### src/rtl/psum_rx_pkg.sv
// Shared defaults and sample type for the partial-sum receive FIFO.
package psum_rx_pkg;

    localparam int PSUM_IN_W  = 21;
    localparam int PSUM_OUT_W = 16;
    localparam int PSUM_DEPTH = 4;

    typedef logic signed [PSUM_OUT_W-1:0] psum_t;

endpackage

### src/rtl/psum_sat.sv
// Write-path narrowing of a signed partial sum from IN_W to OUT_W bits.
// Saturates when PSUM_RX_SAT_EN is defined, otherwise keeps the low OUT_W bits.
module psum_sat
    import psum_rx_pkg::*;
#(
    parameter int IN_W  = PSUM_IN_W,
    parameter int OUT_W = PSUM_OUT_W
)(
    input  logic signed [IN_W-1:0]  in_data,
    output logic signed [OUT_W-1:0] out_data
);

`ifdef PSUM_RX_SAT_EN
    localparam logic signed [OUT_W-1:0] MAX_V = {1'b0, {(OUT_W-1){1'b1}}};
    localparam logic signed [OUT_W-1:0] MIN_V = {1'b1, {(OUT_W-1){1'b0}}};

    logic in_range;

    // In range when every bit from the OUT_W sign position upward matches.
    assign in_range = (in_data[IN_W-1:OUT_W-1] == {(IN_W-OUT_W+1){1'b0}}) ||
                      (in_data[IN_W-1:OUT_W-1] == {(IN_W-OUT_W+1){1'b1}});

    always_comb begin
        out_data = in_data[OUT_W-1:0];
        if (!in_range) begin
            out_data = in_data[IN_W-1] ? MIN_V : MAX_V;
        end
    end
`else
    logic unused_hi;

    assign unused_hi = ^in_data;
    assign out_data  = in_data[OUT_W-1:0];
`endif

endmodule

### src/rtl/psum_rx_fifo.sv
// Show-ahead receive FIFO for the partial-sum delay path; drops and flags pushes while full.
// Optional build macro: PSUM_RX_SAT_EN (saturate instead of wrap when narrowing).
module psum_rx_fifo
    import psum_rx_pkg::*;
#(
    parameter int IN_W  = PSUM_IN_W,
    parameter int OUT_W = PSUM_OUT_W,
    parameter int DEPTH = PSUM_DEPTH,
    localparam int CNT_W = $clog2(DEPTH) + 1
)(
    input  logic                    clk,
    input  logic                    rst_n,
    input  logic signed [IN_W-1:0]  in_data,
    input  logic                    in_valid,
    output logic signed [OUT_W-1:0] out_data,
    output logic                    out_valid,
    input  logic                    out_ready,
    output logic [CNT_W-1:0]        count,
    output logic                    full,
    output logic                    ovf,
    input  logic                    ovf_clr
);

    localparam int PTR_W = $clog2(DEPTH);

    logic signed [OUT_W-1:0] mem [DEPTH];
    logic signed [OUT_W-1:0] wdata;
    logic [PTR_W-1:0]        wr_ptr;
    logic [PTR_W-1:0]        rd_ptr;
    logic                    push;
    logic                    pop;
    logic                    drop;

    psum_sat #(
        .IN_W  (IN_W),
        .OUT_W (OUT_W)
    ) u_sat (
        .in_data  (in_data),
        .out_data (wdata)
    );

    assign out_valid = (count != '0);
    assign full      = (count == CNT_W'(DEPTH));
    assign pop       = out_valid && out_ready;
    assign push      = in_valid && (!full || pop);
    assign drop      = in_valid && full && !pop;
    assign out_data  = out_valid ? mem[rd_ptr] : '0;

    always_ff @(posedge clk or negedge rst_n) begin
        if (!rst_n) begin
            wr_ptr <= '0;
            rd_ptr <= '0;
            count  <= '0;
            ovf    <= 1'b0;
        end else begin
            if (push) begin
                wr_ptr <= wr_ptr + PTR_W'(1);
            end
            if (pop) begin
                rd_ptr <= rd_ptr + PTR_W'(1);
            end
            count <= count + CNT_W'(push) - CNT_W'(pop);
            // A drop in the same cycle as a clear must leave the flag set.
            if (drop) begin
                ovf <= 1'b1;
            end else if (ovf_clr) begin
                ovf <= 1'b0;
            end
        end
    end

    always_ff @(posedge clk) begin
        if (push) begin
            mem[wr_ptr] <= wdata;
        end
    end

endmodule
### config.mk
export PLATFORM = sky130hd
export DESIGN_NAME = psum_rx_fifo
export DESIGN_NICKNAME = d
export VERILOG_FILES = /design/src/rtl/psum_rx_pkg.sv /design/src/rtl/psum_sat.sv /design/src/rtl/psum_rx_fifo.sv
export SDC_FILE = /design/constraint.sdc
export NUM_CORES = 1
export LEC_CHECK = 0
export BUFFER_PORTS_ARGS = -buffer_cell sky130_fd_sc_hd__buf_2
export CORE_MARGIN = 2
export CORE_UTILIZATION = 60
export CTS_CLUSTER_SIZE = 28
export DETAILED_ROUTE_END_ITERATION = 7
export PLACE_DENSITY_LB_ADDON = 0.25
export SLEW_MARGIN = 15
export SYNTH_ARGS = -nofsm -noshare
export SYNTH_HDL_FRONTEND = slang
export SYNTH_SLANG_ARGS = --single-unit
export TNS_END_PERCENT = 5
### constraint.sdc
create_clock -name clk -period 4.65 [get_ports clk]
set_clock_uncertainty 0.2 [all_clocks]
set_input_delay 0.6975 -clock clk [delete_from_list [all_inputs] [get_ports clk]]
set_output_delay 0.6975 -clock clk [all_outputs]
set_load 0.01 [all_outputs]
---- Word-level counts from Yosys, hierarchy flattened ----
Memories as Yosys holds them, arrays and structs flattened.
Index checks and enable logic that the tools add are counted.
cells by class
  reduce and logical (&&, ||, !) cells .... 9
  equal/unequal tests ..................... 1
  $add $sub $neg .......................... 4
  mux-type cells .......................... 5
operators by type and width
  operator                                                        number
  16-bit two-way mux                                              1
  2-bit by 1-bit adder with 2-bit output (second input constant)  2
  1-bit logical AND                                               4
  1-bit two-way mux                                               4
  3-bit by 1-bit adder with 3-bit output                          1
  3-bit equality test (second input constant)                     1
  3-bit nonzero test                                              1
  3-bit by 1-bit subtractor with 3-bit output                     1
  1-bit logical NOT                                               2
  2-bit nonzero test                                              1
  1-bit logical OR                                                1
storage, ports and cells
  bits in writable memories ............... 64
  logic and storage cells ................. 24
  output and inout port bits .............. 22
  flip-flop bits (word level) ............. 8
  memories kept ........................... 1
memory list
  memory  words  width  read ports  clocked after Yosys merged registers in  write ports  RTL line            source
  mem     4      16     1           0                                        1            psum_rx_fifo.sv:26  logic signed [OUT_W-1:0] mem [DEPTH];

---- Depth between registers and ports, before layout ----
  depth after elaboration ................. 6
  mapped depth ............................ 9

---- Cells and area by module ----
A second synthesis with hierarchy kept.
unflattened totals
  cells, all modules ...................... 157
  area total of the unflattened synthesis .. 3060.4 µm²
by module, submodules not included
  module        cells an instance  times used  area an instance (µm²)
  psum_rx_fifo  141                1           2940.3
  psum_sat      16                 1           120.1

---- Worst setup path after synthesis ----
Ideal clock, no wire load.
  kind .................................... register -> register
  start point ............................. reg count[1]
  end point ............................... reg count[2]
  required time ........................... 4.324 ns
  arrival time ............................ 2.118 ns
  setup time .............................. 0.126 ns
  stages on the path, launching flop included .. 10
  clock period less this slack ............ 2.444 ns
  slack ................................... 2.206 ns
  cell sequence ........................... dfrtp_1 -> or3_1 -> clkbuf_1 -> nand2_1 -> mux2i_1 -> ha_1 -> inv_1 -> fa_1 -> xnor2_1 -> xnor2_1
on the way
  cells in the longest elaborated chain, start to end .. 6
  elaborated cells between the ends (all ways) .. 8
RTL lines
  item                                                              RTL line                                source
  start: declaration                                                psum_rx_fifo.sv:18                      output logic [CNT_W-1:0] count,
  start signal: assignment                                          psum_rx_fifo.sv:62                      count <= count + CNT_W'(push) - CNT_W'(pop);
  3-bit equality test / 3-bit nonzero test (equally long branches)  psum_rx_fifo.sv:43, psum_rx_fifo.sv:42
  1-bit logical NOT / 1-bit logical AND (equally long branches)     psum_rx_fifo.sv:45, psum_rx_fifo.sv:44
  1-bit logical OR                                                  psum_rx_fifo.sv:45                      assign push = in_valid && (!full || pop);
  1-bit logical AND                                                 psum_rx_fifo.sv:45
  3-bit by 1-bit adder with 3-bit output                            psum_rx_fifo.sv:62
  3-bit by 1-bit subtractor with 3-bit output (*)                   psum_rx_fifo.sv:62
Mark *: on every way between the ends. The rest lies on a longest branch, timed or not.
A chain may end at the register's enable or synchronous reset.

---- Worst setup path in the final report ----
  start point ............................. reg rd_ptr[0]
  end point ............................... out out_data[9]
on the way
  cells in the longest elaborated chain, start to end .. 2
RTL lines
  item                      RTL line            source
  start: declaration        psum_rx_fifo.sv:29  logic [PTR_W-1:0] rd_ptr;
  start signal: assignment  psum_rx_fifo.sv:60  rd_ptr <= rd_ptr + PTR_W'(1);
  memory read 4 x 16 bit    -
  16-bit two-way mux        psum_rx_fifo.sv:47  assign out_data = out_valid ? mem[rd_ptr] : '0;
  end: declaration          psum_rx_fifo.sv:15  output logic signed [OUT_W-1:0] out_data,
No other way between the ends.

==> metrics.yaml <==
timing:
  setup-tns-final_ps: 0
  fin_crit_sh_pct: 68.5
  setup_viol: 0
  clock.fmax_ghz: 0.314
  relSlewSlack_pct: 33.7
  tightest_slew_ps: 995
  setup_ws_ps: 1470
  hold_viol_final: 0
  rsz0062_at_grt: "false"
  min_period_ps: 3180
  maxSlewViolCount: 0
finish:
  n_antenna_cell: 0
  final_core_util_pct: 70.9
  drive_above_1_share_pct: 32.1
  instances_no_fill: 260
  syn2layout_area_growth_pct: 13.9
  finish.instance_area_sq_um: 3350
  fin_nets: 220
synth:
  yosysWarnings: 0
  avgSynthCellArea_sq_um: 20.9
  yosysSeqAreaShare_pct: 72.2
  synth_top_family_by_area: "multiplexers"
  synth.top_cell.area_share_pct: 65.4
  synthTopCellsByArea: "edfxtp_1, mux4_1, dfrtp_1"
  synth-seq-cells: 72
  synth-edff-count: 64
  synth_area_leader_cell: "edfxtp_1"
  synthMuxAreaShare_pct: 14.8
  yosysUniqueCellTypes: 24
  yosys.area_share.simple_pct: 5.36
  synthTopCellsByCount: "edfxtp_1, and2_1, mux4_1"
  netlist_area_sq_um: 2940
  async_reset_ff_share_pct: 11.1
  synth_compound_area_share_pct: 1.02
  post-synth-top-count-cell: "edfxtp_1"
  synth-main-ff-cell: "edfxtp_1"
  synth-xor-area-share_pct: 1.49
  syn_nets: 173
  synthAdderAreaFrac_pct: 2.81
  synth_cells: 141
grt:
  grt_max_degree: 20
  grt_overflow: 0
  grt_pass1_wl_microns: 7070
  grt_antenna_before_repair: 0
  first_global_vias: 1421
  grt_usage_pct: 18.5
detailed_routing:
  ant_nets: 0
  drc: 0
  route.detailed.wl_per_inst_microns: 17.3
  vias: 1377
  dr.pass1.iters: 4
  totalWireLength_microns: 4500
  via_per_inst: 5.30
  wl_met1_microns: 1960
  wl_met3_microns: 172
  drtIter0Drc: 162
  wl_met2_microns: 2310
  dr.max_layer_used: "met4"
place:
  gp_congestion: 0.679
  io_buffers: 42
  place_ws_ps: 1780
  dpl_cell_area_sq_um: 3190
  dp_cells: 244
  hpwl_microns: 2850
min_path:
  hold_class: "in2async"
worst_setup_path:
  critPathRequiredTime_ps: 3750
  ff2ff_setup_slack_ps: 1870
  cp_slowest_cell: "dfrtp_1"
  worstSetupPathType: "reg2out"
  rr_endpoint: "count[2]"
  ff2ff_path_depth: 8
  cp-end-kind: "primary output"
  max_stage_delay_ps: 1000
  cp_max_fo: 18
  crit_path_start: "rd_ptr[0]"
  critPathArrivalTime_ps: 2290
  rr_startpoint: "count[1]"
  start_kind: "register"
  worstPathCellList: "mux4_1, and2_1, buf_2"
floorplan:
  die-area_sq_um: 5480
  die_x_microns: 74.0
  core_sq_um: 4720
  num_rows: 25
  fp.dieH_microns: 74.0
  start_util_pct: 62.3
  pin_count: 48
clock_network:
  cts_resized: 0
  cts_buffers: 9
  clkSlewWorstSetupHoldPaths_ps: 60
  htree_levels: 3
  cts_tree: "built"
  hold_buffers: 0
  cts.sinks: 72
  cts-root-buf: "clkbuf_8"
  clk-insertion-delay-late_ps: 320
  clockBufferDepth: 2
  cts_setup_buffers: 0
power:
  peakVddDrop_mv: 0.422
  pwr_density_cell_nw_per_um2: 603
  leakagePower_uw: 0.00127
outcome:
  outcome: "completed"
job:
  maxCapViolCount: 0
-- cell usage in the layout, fill, tap and decap left out, drive strengths merged --
master and count:
a32o 1, and2 20, buf 42, clkbuf 14, clkinv 2, dfrtp 8, edfxtp 64, fa 1
ha 5, inv 6, mux2 1, mux2i 1, mux4 16, nand2 1, nand3 1, nor2 1
o21a 1, o21ai 1, or3 1, or3b 1, xnor2 5
-- layout make-up --
type	instances	area, sq um
tap	67	83.8
sequential	72	2120
fill	303	1380
multi-input combinational	57	748
inverter	6	22.5
clock buffer	14	153
clock inverter	2	8.76
timing repair buffer	42	210
-- per-layer routing --
layer / GRT usage (%) / vias to the layer above
met2: 29.9 / 29
li1: - / 651
met3: 4.47 / 6
met5: 0 / -
met1: 23.9 / 691
met4: 9.09 / 0
-- state kept, by name (all words and copies together), names as in the netlist --
signal / cells
count: 3
mem: 64
ovf: 1
rd_ptr: 2
wr_ptr: 2
-- worst max-delay path: cells and delay by family, from the launching register on --
family                 cells  cell delay (ps)
and+or+nand+nor            1              170
muxes                      1              660
buffers and inverters      1              130
DFF                        1             1000
-- power breakdown --
group          internal (uW)  leakage (uW)  switching [uW]  total, uW
Sequential               861      0.000682             115        976
Clock                    207     0.0000821             197        404
Combinational            345      0.000501             294        640
-- how the worst max path moves through the flow --
stage / endpoint
4_1_cts: out_data[9]
3_3_place_gp: out_data[12]
2_1_floorplan: count[2]
5_1_grt: out_data[9]
6_report: out_data[9]
3_5_place_dp: out_data[9]
-- logic make-up after synthesis --
family                   count (synthesis)
flip-flops                              72
AND/OR/NAND/NOR                         25
multiplexers                            18
buffers and inverters                   12
adder cells (fa/ha/maj)                  6
XOR/XNOR                                 5
AO/OA/AOI/OAI                            3
-- through the flow --
stage	hold slack (ps)	total power, uW
2_1_floorplan	202	1430
3_3_place_gp	275	1610
3_5_place_dp	282	1650
4_1_cts	1.89	2050
5_1_grt	9.51	2150
6_report	11.7	2020
(Power assumes the default switching activity.)
